$ cat config.mk
export PLATFORM = sky130hd
export DESIGN_NAME = multicycle_ctrl
export DESIGN_NICKNAME = d
export VERILOG_FILES = /design/src/rtl/multicycle_ctrl_pkg.sv /design/src/rtl/ctrl_opclass_dec.sv /design/src/rtl/multicycle_ctrl.sv
export SDC_FILE = /design/constraint.sdc
export NUM_CORES = 1
export LEC_CHECK = 0
export BUFFER_PORTS_ARGS = -buffer_cell sky130_fd_sc_hd__buf_2
export CAP_MARGIN = 0
export CORE_ASPECT_RATIO = 0.8
export CORE_UTILIZATION = 31
export DETAILED_ROUTE_END_ITERATION = 10
export GPL_TIMING_DRIVEN = 1
export PLACE_DENSITY = 0.77
export SLEW_MARGIN = 40
export SYNTH_ARGS = -nofsm -noshare
export SYNTH_HDL_FRONTEND = slang
export SYNTH_HIERARCHICAL = 1
export SYNTH_SLANG_ARGS = --single-unit
$ cat constraint.sdc
create_clock -name clk -period 1.6 [get_ports clk]
set_clock_uncertainty 0.1 [all_clocks]
set_input_delay 0.08 -clock clk [delete_from_list [all_inputs] [get_ports clk]]
set_output_delay 0.08 -clock clk [all_outputs]
set_load 0.02 [all_outputs]
$ cat src/rtl/multicycle_ctrl_pkg.sv
// Shared RISC-V control definitions for the multi-cycle RV64 core: opcode
// constants (also used by the immediate generator), ALU operation
// encodings, FSM state encoding and the one-hot opcode class type.
// Optional feature macro used by this slice: ILLEGAL_TRAP_EN.
package multicycle_ctrl_pkg;

    // Opcodes (instr[6:0]) of the implemented subset
    localparam logic [6:0] OP_R      = 7'b0110011;
    localparam logic [6:0] OP_IMM    = 7'b0010011;
    localparam logic [6:0] OP_LOAD   = 7'b0000011;
    localparam logic [6:0] OP_STORE  = 7'b0100011;
    localparam logic [6:0] OP_BRANCH = 7'b1100011;

    // ALU operation selects presented to the datapath
    localparam logic [1:0] ALU_OP_ADD    = 2'b00;
    localparam logic [1:0] ALU_OP_SUB    = 2'b01;
    localparam logic [1:0] ALU_OP_FUNCT  = 2'b10;

    // FSM state encoding
    localparam logic [2:0] ST_IDLE   = 3'd0;
    localparam logic [2:0] ST_FETCH  = 3'd1;
    localparam logic [2:0] ST_DECODE = 3'd2;
    localparam logic [2:0] ST_EXEC   = 3'd3;
    localparam logic [2:0] ST_MEM    = 3'd4;
    localparam logic [2:0] ST_WB     = 3'd5;
    localparam logic [2:0] ST_HALT   = 3'd6;

    // One-hot opcode class
    typedef struct packed {
        logic r;
        logic imm;
        logic ld;
        logic sd;
        logic br;
        logic unk;
    } opclass_t;

endpackage

$ cat src/rtl/ctrl_opclass_dec.sv
// Combinational opcode classifier: maps instr[6:0] onto a one-hot class.
// Anything outside the implemented subset lands in the 'unk' class.
module ctrl_opclass_dec
    import multicycle_ctrl_pkg::*;
(
    input  logic [6:0] opcode,
    output opclass_t   opclass
);

    // Exactly one class bit is set for every opcode value
    always_comb begin
        opclass = '0;
        case (opcode)
            OP_R:      opclass.r   = 1'b1;
            OP_IMM:    opclass.imm = 1'b1;
            OP_LOAD:   opclass.ld  = 1'b1;
            OP_STORE:  opclass.sd  = 1'b1;
            OP_BRANCH: opclass.br  = 1'b1;
            default:   opclass.unk = 1'b1;
        endcase
    end

endmodule

$ cat src/rtl/multicycle_ctrl.sv
// Main control FSM of the multi-cycle RV64 core. Fetches over a ready
// handshake, latches the opcode class alongside the IR write, then walks
// the shared datapath through DECODE/EXEC/MEM/WB.
// Macro ILLEGAL_TRAP_EN: when defined, an unknown opcode traps into a
// terminal HALT state with a sticky 'illegal' flag; otherwise it retires
// as a NOP straight out of DECODE.
module multicycle_ctrl
    import multicycle_ctrl_pkg::*;
(
    input  logic        clk,
    input  logic        rst_n,
    input  logic        imem_ready,
    input  logic [31:0] instr,
    input  logic        dmem_ready,
    input  logic        alu_zero,
    output logic        imem_req,
    output logic        ir_we,
    output logic        pc_we,
    output logic        pc_src,
    output logic        rf_we,
    output logic        alu_src_imm,
    output logic [1:0]  alu_op,
    output logic        dmem_req,
    output logic        dmem_we,
    output logic        mem_to_reg,
    output logic        retire,
    output logic        illegal
);

    logic [2:0] state_q;
    logic [2:0] state_d;
    opclass_t   class_q;
    opclass_t   class_d;
    opclass_t   class_dec;
    logic       known_op;

    // Only the opcode field matters here; the rest of the word goes to the datapath
    logic       unused_instr;
    assign unused_instr = ^instr[31:7];

    ctrl_opclass_dec u_dec (
        .opcode  (instr[6:0]),
        .opclass (class_dec)
    );

    assign known_op = class_q.r | class_q.imm | class_q.ld | class_q.sd | class_q.br;

    // Next state and all control outputs from the registered state and class
    always_comb begin
        state_d     = state_q;
        imem_req    = 1'b0;
        ir_we       = 1'b0;
        pc_we       = 1'b0;
        pc_src      = 1'b0;
        rf_we       = 1'b0;
        alu_src_imm = 1'b0;
        alu_op      = ALU_OP_ADD;
        dmem_req    = 1'b0;
        dmem_we     = 1'b0;
        mem_to_reg  = 1'b0;
        retire      = 1'b0;
        case (state_q)
            ST_IDLE: begin
                state_d = ST_FETCH;
            end
            ST_FETCH: begin
                imem_req = 1'b1;
                if (imem_ready) begin
                    // PC+4 is committed together with the IR load
                    ir_we   = 1'b1;
                    pc_we   = 1'b1;
                    state_d = ST_DECODE;
                end
            end
            ST_DECODE: begin
                if (known_op) begin
                    state_d = ST_EXEC;
                end else begin
`ifdef ILLEGAL_TRAP_EN
                    state_d = ST_HALT;
`else
                    retire  = 1'b1;
                    state_d = ST_FETCH;
`endif
                end
            end
            ST_EXEC: begin
                if (class_q.r) begin
                    alu_op  = ALU_OP_FUNCT;
                    state_d = ST_WB;
                end else if (class_q.imm) begin
                    alu_src_imm = 1'b1;
                    state_d     = ST_WB;
                end else if (class_q.ld || class_q.sd) begin
                    alu_src_imm = 1'b1;
                    state_d     = ST_MEM;
                end else begin
                    // beq: compare via subtract, redirect PC_old + imm when equal
                    alu_op  = ALU_OP_SUB;
                    pc_we   = alu_zero;
                    pc_src  = alu_zero;
                    retire  = 1'b1;
                    state_d = ST_FETCH;
                end
            end
            ST_MEM: begin
                dmem_req = 1'b1;
                dmem_we  = class_q.sd;
                if (dmem_ready) begin
                    if (class_q.sd) begin
                        retire  = 1'b1;
                        state_d = ST_FETCH;
                    end else begin
                        state_d = ST_WB;
                    end
                end
            end
            ST_WB: begin
                rf_we      = 1'b1;
                mem_to_reg = class_q.ld;
                retire     = 1'b1;
                state_d    = ST_FETCH;
            end
            ST_HALT: begin
                state_d = ST_HALT;
            end
            default: begin
                state_d = ST_IDLE;
            end
        endcase
    end

    // Opcode class is captured in the same cycle the IR is loaded
    always_comb begin
        class_d = class_q;
        if (ir_we) begin
            class_d = class_dec;
        end
    end

`ifdef ILLEGAL_TRAP_EN
    assign illegal = (state_q == ST_HALT);
`else
    assign illegal = 1'b0;
`endif

    // State registers; reset forces IDLE and so drops every output at once
    always_ff @(posedge clk or negedge rst_n) begin
        if (!rst_n) begin
            state_q <= ST_IDLE;
            class_q <= '0;
        end else begin
            state_q <= state_d;
            class_q <= class_d;
        end
    end

endmodule

* Word level (Yosys, flattened, before mapping)
Index checks and enable logic that the tools add are counted.
** Cells by class
- Equality and inequality tests :: 13
- Bitwise operators :: 4
- Multiplexer cells :: 40
- Reductions and logical operators :: 4
** Operators with widths (count)
- 1-bit 2-to-1 mux :: 28
- 3-bit 2-to-1 mux :: 6
- 3-bit case mux with 6 select lines :: 1
- 7-bit by 6-bit equality test with 1-bit output, second input constant :: 2
- 3-bit equality test, second input constant :: 3
- 7-bit by 2-bit equality test with 1-bit output, second input constant :: 1
- 7-bit by 5-bit equality test with 1-bit output, second input constant :: 1
- 7-bit equality test, second input constant :: 1
- 3-bit by 2-bit equality test with 1-bit output, second input constant :: 2
- 2-bit 2-to-1 mux :: 3
- 2-bit != test, second input constant :: 2
- 1-bit bitwise OR :: 4
- 1-bit case mux with 4 select lines :: 1
- 3-bit by 1-bit equality test with 1-bit output, second input constant :: 1
- 3-bit zero test :: 1
- 1-bit case mux with 2 select lines :: 1
- 2-bit AND reduction :: 1
- 2-bit OR reduction :: 1
- 1-bit logical OR :: 1
** Storage, ports and cells
- Input bits :: 37
- Register bits :: 8

* Depth between registers and ports, before layout
Gate-level depths: netlist of run 1.
- Depth after elaboration :: 6
- Depth in mapped cells :: 5

* Hierarchy
Netlist of run 1, hierarchy kept.
** By module, submodules not included
- multicycle_ctrl :: area each 510.5 um^2, instances 1, cells an instance 47, sequential area each 200.2 um^2
- ctrl_opclass_dec :: area each 100.1 um^2, instances 1, cells an instance 11, sequential area each 0.0 um^2

* Worst setup path after synthesis of run 1
No wires, ideal clock.
- Path kind :: reg2reg
- Start point :: register state_q[1]
- End point :: register class_q[1] (netlist name)
- Cell stages (with the launch flop) :: 6
- Path buffers :: 2
- Period minus slack after synthesis :: 1.784 ns
- Arrival time :: 1.559 ns
- Slack :: -0.184 ns
- Path through :: dfrtp_1 -> clkbuf_8 -> nor3b_2 -> and2_1 -> buf_4 -> mux2_2
** Between the ends
- Word-level cells in the longest chain between the ends :: 2
** RTL lines
- from (decl) :: line multicycle_ctrl.sv:30 : logic [2:0] state_q;
- from (signal assigned) :: line multicycle_ctrl.sv:153 : state_q <= state_d;
- 3-bit by 1-bit equality test with 1-bit output :: line multicycle_ctrl.sv:62 : case (state_q)
- 1-bit 2-to-1 mux :: line multicycle_ctrl.sv:62
- via ir_we :: line multicycle_ctrl.sv:17 : output logic ir_we,
- to (signal assigned) :: line multicycle_ctrl.sv:154 : class_q <= class_d;
- to (decl) :: line multicycle_ctrl.sv:32 : opclass_t class_q;
The timed path passes the listed nets, and every way through them passes these cells.
A chain may end at the register's enable or synchronous reset.

* Worst setup path in the final report of run 1
- Start point :: register class_q[5] (netlist name)
- End point :: output pc_src
** Between the ends
- Word-level cells in the longest chain between the ends :: 2
** RTL lines
- 1-bit 2-to-1 mux :: line multicycle_ctrl.sv:88 : if (class_q.r) begin
- 1-bit 2-to-1 mux :: line multicycle_ctrl.sv:62
- to (decl) :: line multicycle_ctrl.sv:19 : output logic pc_src,
Every way passes these cells.

==> insert_results.sql, run 1 <==
INSERT INTO impl_metrics (metric_group, metric, value, unit) VALUES
('status', 'status', 'finished with violations', ''),
('status', 'failing_checks', 'negative setup slack', ''),
('critical_path', 'timing.critical_path.from', 'class_q[5]', ''),
('sta', 'report.final.hold_viol_count', '0', ''),
('drt', 'total_number_of_vias', '554', ''),
('drt', 'drc_errors', '0', ''),
('critical_path', 'criticalPathCategory', 'register to primary output', ''),
('final_layout', 'post_layout_inst_area', '869.6', 'um2'),
('sta', 'rsz0062_at_grt', 'true', ''),
('die', 'core_area', '1724', 'um2'),
('global_route', 'pin_count_of_the_biggest_net_entering_global_routing', '12', ''),
('sta', 'final_max_slew_viol_count', '0', ''),
('die', 'y_dimension_of_the_die', '41.53', 'um'),
('yosys', 'mappedNetlistArea', '605.6', 'um2'),
('placed_design', 'detailedPlacementHpwl', '1014', 'um'),
('clock_network', 'clock_sink_count', '8', ''),
('yosys', 'yosysWarnings', '6', ''),
('final_layout', 'syn2layout_area_growth', '43.59', '%'),
('power', 'power_leakage', '0.4402', 'nW'),
('die', 'chipWidth', '51.42', 'um'),
('yosys', 'avg_cell_area_syn', '10.62', 'um2'),
('critical_path', 'cp_max_fo', '4', ''),
('power', 'post-layout-total-power', '0.6053', 'mW'),
('critical_path', 'max_stage_delay', '0.58', 'ns'),
('clock_network', 'post-cts-setup-buffer-count', '0', ''),
('clock_network', 'ctsLongestPathBuffers', '2', ''),
('placed_design', 'placed_cell_area', '807.0', 'um2'),
('drt', 'drt_pass1_iterations', '4', ''),
('final_layout', 'nets_finish', '127', ''),
('yosys', 'syn_nets', '94', ''),
('critical_path', 'cp_cell_sequence', 'or4_4 > nor3_4 > and2_2 > buf_4', ''),
('drt', 'via_density_per_instance', '5.036', ''),
('final_layout', 'num_antenna_cells', '0', ''),
('critical_path', 'path_buf_inv', '1', ''),
('drt', 'first_iter_violations', '14', ''),
('clock_network', 'cts_tree', 'built', ''),
('drt', 'detail_route.wirelength', '1243', 'um'),
('die', 'initial_utilization', '35.12', '%'),
('power', 'power.ir.vdd_worst', '0.0004369', 'V'),
('min_path', 'hold_path.startpoint', 'dmem_ready', ''),
('sta', 'final_layout_worst_hold_slack', '0.06542', 'ns'),
('critical_path', 'reg2reg_start', 'class_q[5]', ''),
('sta', 'shortest_clock_period_the_worst_path_allows_after_layout', '1.816', 'ns'),
('critical_path', 'critPathCaptureType', 'primary output', ''),
('placed_design', 'dp_cells', '106', ''),
('sta', 'fin_ws', '-0.2157', 'ns'),
('global_route', 'first_global_vias', '526', ''),
('critical_path', 'critPathTopFamily', 'simple AND/OR/NAND/NOR gates', ''),
('power', 'power_density', '696.1', 'nW/um2'),
('critical_path', 'critical_path_arrival', '1.64', 'ns'),
('clock_network', 'htree_levels', '1', ''),
('clock_network', 'worst_skew_pair.late_latency', '0.25', 'ns'),
('die', 'floorplan.die_area', '2135', 'um2'),
('die', 'fp-row-count', '13', ''),
('min_path', 'worstHoldPathType', 'input port to register', ''),
('global_route', 'grt.overflow.total', '0', ''),
('global_route', 'wire_length_of_the_first_global_routing_pass', '2083', 'um'),
('sta', 'period_utilization_post_route', '113.5', '%'),
('placed_design', 'gp_congestion', '0.8314', ''),
('clock_network', 'numCtsBuffers', '3', ''),
('clock_network', 'cts.reportedPaths.clkPinSlew', '0.05', 'ns'),
('clock_network', 'cts-root-buf', 'sky130_fd_sc_hd__clkbuf_4', ''),
('global_route', 'grt_usage', '13.46', '%'),
('drt', 'ant_nets', '0', ''),
('placed_design', 'preCtsSetupSlack', '-0.009845', 'ns'),
('drt', 'wire_per_inst', '11.30', 'um'),
('sta', 'final.setup.tns', '-0.7261', 'ns'),
('critical_path', 'worst_path_max_delay_cell', 'sky130_fd_sc_hd__or4_4', ''),
('final_layout', 'final_layout_size_suffix_gt1_share', '56.82', '%'),
('final_layout', 'final-instance-count-excl-fill', '110', ''),
('global_route', 'antenna_found_initial', '0', ''),
('critical_path', 'cp.required', '1.42', 'ns'),
('sta', 'setup_viol', '4', ''),
('critical_path', 'worst_setup_path_start_kind', 'register', ''),
('final_layout', 'post-route-util', '50.44', '%'),
('placed_design', 'io_buffer_count', '23', ''),
('sta', 'fmax', '550.8', 'MHz'),
('die', 'top_level_ports', '50', ''),
('job', 'max_cap_viol_count', '0', ''),
('yosys', 'synth_cells', '57', '');
==> state kept, by name (all words and copies together), names as in the netlist <==
name,cells
class_q,5
state_q,3
==> cells in the final DEF, fill, tap and decap left out, types with 2 or more instances in the layout <==
master	n
sky130_fd_sc_hd__nand2_1	3
sky130_fd_sc_hd__nor3_1	2
sky130_fd_sc_hd__buf_6	3
sky130_fd_sc_hd__buf_2	19
sky130_fd_sc_hd__buf_4	8
sky130_fd_sc_hd__dfrtp_1	8
sky130_fd_sc_hd__a21o_1	2
sky130_fd_sc_hd__and3_2	2
sky130_fd_sc_hd__nor4_1	2
sky130_fd_sc_hd__mux2_4	5
sky130_fd_sc_hd__and2_1	3
sky130_fd_sc_hd__clkbuf_4	3
sky130_fd_sc_hd__inv_1	2
sky130_fd_sc_hd__nor3b_1	3
==> power by group <==
group | leakage (nW) | switching, mW | internal [mW]
Clock | 0.0138 | 0.0642 | 0.0855
Combinational | 0.320 | 0.120 | 0.115
Sequential | 0.107 | 0.00790 | 0.212
==> worst reg2reg max path: stages (launching register included) <==
cell	delay [ns]
sky130_fd_sc_hd__dfrtp_1	0.37
sky130_fd_sc_hd__or4_4	0.58
sky130_fd_sc_hd__o311ai_1	0.24
sky130_fd_sc_hd__nand2b_1	0.09
==> worst paths after layout <==
kind,endpoint,slack (ns),cells after the start
worst max-delay path,pc_src,-0.22,4
worst min-delay path,state_q[0],0.07,3
worst max register to register,state_q[1],0.09,3
worst min register to register,class_q[1],0.48,1
max in group asynchronous,class_q[5],1.12,2
min in group asynchronous,state_q[2],0.11,2
==> layer usage <==
| layer | vias to the layer above | wire, um | track usage [%] |
|---|---|---|---|
| li1 | 276 | - | - |
| met1 | 259 | 540 | 14.22 |
| met2 | 17 | 634 | 22.86 |
| met3 | 2 | 63 | 6.593 |
| met4 | 0 | 6 | 4.865 |
| met5 | - | 0 | 0 |
==> timing repair <==
action	CTS	global route
hold endpoints to repair	8	0
resized for setup	5	4
pin swaps	4	0
hold buffers	1	0
setup endpoints to repair	4	9
==> area by class of cell <==
cell class              instances  area (um2)
clock buffers                   3       22.52
well taps                      22       27.53
multi-input cells              43       392.9
repair buffers                 32       219.0
fillers                       175       854.6
inverters                       2       7.507
flip-flops and latches          8       200.2
Note: power is estimated with default switching activity, not from simulation.
==> run 2, diff against run 1 <==
==> constraint.sdc (replaced) <==
create_clock -name clk -period 1.6 [get_ports clk]
set_clock_uncertainty 0.1 [all_clocks]
set_input_delay 0.08 -clock clk [delete_from_list [all_inputs] [get_ports clk]]
set_output_delay 0.08 -clock clk [all_outputs]
set_load 0.1 [all_outputs]
==> insert_results.sql, run 2 (synthesis gave the netlist of run 1 again) <==
INSERT INTO impl_metrics (metric_group, metric, value, unit) VALUES
('status', 'status', 'finished with violations', ''),
('status', 'failing_checks', 'negative setup slack', ''),
('sta', 'shortest_clock_period_the_worst_path_allows_after_layout', '1.926', 'ns'),
('critical_path', 'cp_cell_sequence', 'or4_4 > nor3_4 > and2_4 > buf_12', ''),
('die', 'y_dimension_of_the_die', '41.53', 'um'),
('global_route', 'grt.overflow.total', '0', ''),
('drt', 'total_number_of_vias', '648', ''),
('final_layout', 'largest_register_ff_count', '5', ''),
('sta', 'report.final.hold_viol_count', '0', ''),
('drt', 'drc_errors', '0', ''),
('final_layout', 'final-instance-count-excl-fill', '128', ''),
('final_layout', 'most_common_library_cell_in_the_layout_ignoring_fill_and_taps', 'sky130_fd_sc_hd__buf_4', ''),
('final_layout', 'layout_common_cells', 'sky130_fd_sc_hd__buf_4, sky130_fd_sc_hd__buf_12, sky130_fd_sc_hd__buf_2', ''),
('placed_design', 'preCtsSetupSlack', '-0.1812', 'ns'),
('placed_design', 'io_buffer_count', '23', ''),
('global_route', 'wire_length_of_the_first_global_routing_pass', '2863', 'um'),
('critical_path', 'criticalPathCategory', 'register to primary output', ''),
('clock_network', 'htree_levels', '1', ''),
('final_layout', 'num_antenna_cells', '0', ''),
('clock_network', 'worst_skew_pair.late_latency', '0.25', 'ns'),
('final_layout', 'syn2layout_area_growth', '114.0', '%'),
('critical_path', 'worst_setup_path_start_kind', 'register', ''),
('drt', 'ant_nets', '0', ''),
('drt', 'drt_pass1_iterations', '3', ''),
('global_route', 'antenna_found_initial', '0', ''),
('critical_path', 'cp.required', '1.42', 'ns'),
('critical_path', 'max_stage_delay', '0.59', 'ns'),
('global_route', 'gr-usage-met1', '21.59', '%'),
('placed_design', 'dp_cells', '109', ''),
('sta', 'rsz0062_at_grt', 'true', ''),
('die', 'initial_utilization', '35.12', '%'),
('die', 'top_level_ports', '50', ''),
('sta', 'fin_ws', '-0.3258', 'ns'),
('clock_network', 'cts-root-buf', 'sky130_fd_sc_hd__clkbuf_4', ''),
('power', 'power_leakage', '0.5896', 'nW'),
('critical_path', 'path_buf_inv', '1', ''),
('die', 'floorplan.die_area', '2135', 'um2'),
('power', 'power_density', '754.0', 'nW/um2'),
('placed_design', 'detailedPlacementHpwl', '1352', 'um'),
('power', 'power.ir.vdd_worst', '0.0007110', 'V'),
('die', 'fp-row-count', '13', ''),
('global_route', 'grt_use_met3', '2.930', '%'),
('placed_design', 'gp_congestion', '0.9137', ''),
('final_layout', 'post_layout_inst_area', '1296', 'um2'),
('drt', 'wire_per_inst', '15.47', 'um'),
('final_layout', 'nets_finish', '145', ''),
('critical_path', 'critical_path_arrival', '1.75', 'ns'),
('sta', 'period_utilization_post_route', '120.4', '%'),
('global_route', 'groute.layer.met2.usage', '31.17', '%'),
('global_route', 'grt_usage', '18.42', '%'),
('clock_network', 'clock_sink_count', '8', ''),
('critical_path', 'critPathCaptureType', 'primary output', ''),
('drt', 'detail_route.wirelength', '1980', 'um'),
('global_route', 'first_global_vias', '626', ''),
('clock_network', 'ctsLongestPathBuffers', '2', ''),
('die', 'chipWidth', '51.42', 'um'),
('clock_network', 'cts_tree', 'built', ''),
('job', 'max_cap_viol_count', '0', ''),
('final_layout', 'max_flop_register', 'class_q', ''),
('drt', 'first_iter_violations', '7', ''),
('global_route', 'pin_count_of_the_biggest_net_entering_global_routing', '12', ''),
('final_layout', 'final_layout_size_suffix_gt1_share', '76.42', '%'),
('sta', 'setup_viol', '7', ''),
('global_route', 'grt.busiest_layer', 'met2', ''),
('clock_network', 'cts.reportedPaths.clkPinSlew', '0.05', 'ns'),
('critical_path', 'worst_path_max_delay_cell', 'sky130_fd_sc_hd__or4_4', ''),
('sta', 'fmax', '519.3', 'MHz'),
('min_path', 'worstHoldPathType', 'input port to register', ''),
('clock_network', 'numCtsBuffers', '3', ''),
('drt', 'via_density_per_instance', '5.063', ''),
('critical_path', 'cp_max_fo', '3', ''),
('final_layout', 'biggestRegsByFlops', 'class_q (5), state_q (3)', ''),
('die', 'core_area', '1724', 'um2'),
('sta', 'final_max_slew_viol_count', '0', ''),
('placed_design', 'placed_cell_area', '1076', 'um2'),
('critical_path', 'critPathTopFamily', 'simple AND/OR/NAND/NOR gates', '');
[run 2: cell count changes in the layout (fill, tap and decap cells not counted), sizes merged]
cell  previous run  this run
buf             31        49
[run 2: metrics by stage]
| stage | utilization (%) | hold slack, ns | total power, mW | TNS, ns |
|---|---|---|---|---|
| floorplan | - | -0.3156 | 0.5734 | -9.688 |
| global placement | 62.41 | -0.1783 | 0.7298 | -0.3326 |
| detailed placement | 62.41 | -0.1764 | 0.7426 | -0.5313 |
| CTS | 69.88 | 0.09759 | 0.9277 | -1.344 |
| global route | 75.18 | 0.1314 | 1.025 | -2.417 |
| finish | 75.18 | 0.1032 | 0.9774 | -1.633 |
[run 2: timing repair]
| action | 4_1_cts | 5_1_grt |
|---|---|---|
| hold buffers | 1 | 0 |
| setup endpoints to repair | 9 | 12 |
| pin swaps | 4 | 6 |
| gates resized for setup | 9 | 9 |
| buffers inserted | 7 | 8 |
| hold endpoints to repair | 8 | 0 |
[run 2: worst register-to-register path, stage by stage, from the launching register on]
cell and delay [ns]:
sky130_fd_sc_hd__dfrtp_1 0.38, sky130_fd_sc_hd__or4_4 0.59, sky130_fd_sc_hd__buf_4 0.17, sky130_fd_sc_hd__buf_6 0.11
sky130_fd_sc_hd__o311ai_4 0.27, sky130_fd_sc_hd__nand2b_1 0.09
[run 2: cell type report]
cell class              count  area [um2]
well taps                  22       27.53
repair buffers             50       531.8
inverters                   2       15.01
multi-input cells          43       496.7
fillers                   103       427.9
clock buffers               3       22.52
flip-flops and latches      8       202.7
[run 2: power breakdown]
part | internal, mW | total [mW] | switching [mW]
Combinational | 0.250 | 0.592 | 0.342
Sequential | 0.214 | 0.234 | 0.0204
Clock | 0.0856 | 0.151 | 0.0653
Total | 0.549 | 0.977 | 0.428
[run 2: metal layers]
| layer | wire length, um | share of wire [%] |
|---|---|---|
| met3 | 91 | 4.6 |
| met4 | 25 | 1.3 |
| met2 | 1012 | 51 |
| met5 | 0 | 0 |
| met1 | 850 | 43 |
[run 2: final timing paths]
kind	from	end	slack (ns)	cells after the start
setup / recovery	class_q[4]	pc_src	-0.33	4
hold / removal	dmem_ready	state_q[0]	0.10	3
setup reg to reg	class_q[4]	state_q[1]	-0.22	5
hold reg to reg	class_q[5]	class_q[5]	0.56	2
max in group asynchronous	rst_n	state_q[1]	1.09	2
min in group asynchronous	rst_n	class_q[1]	0.13	2
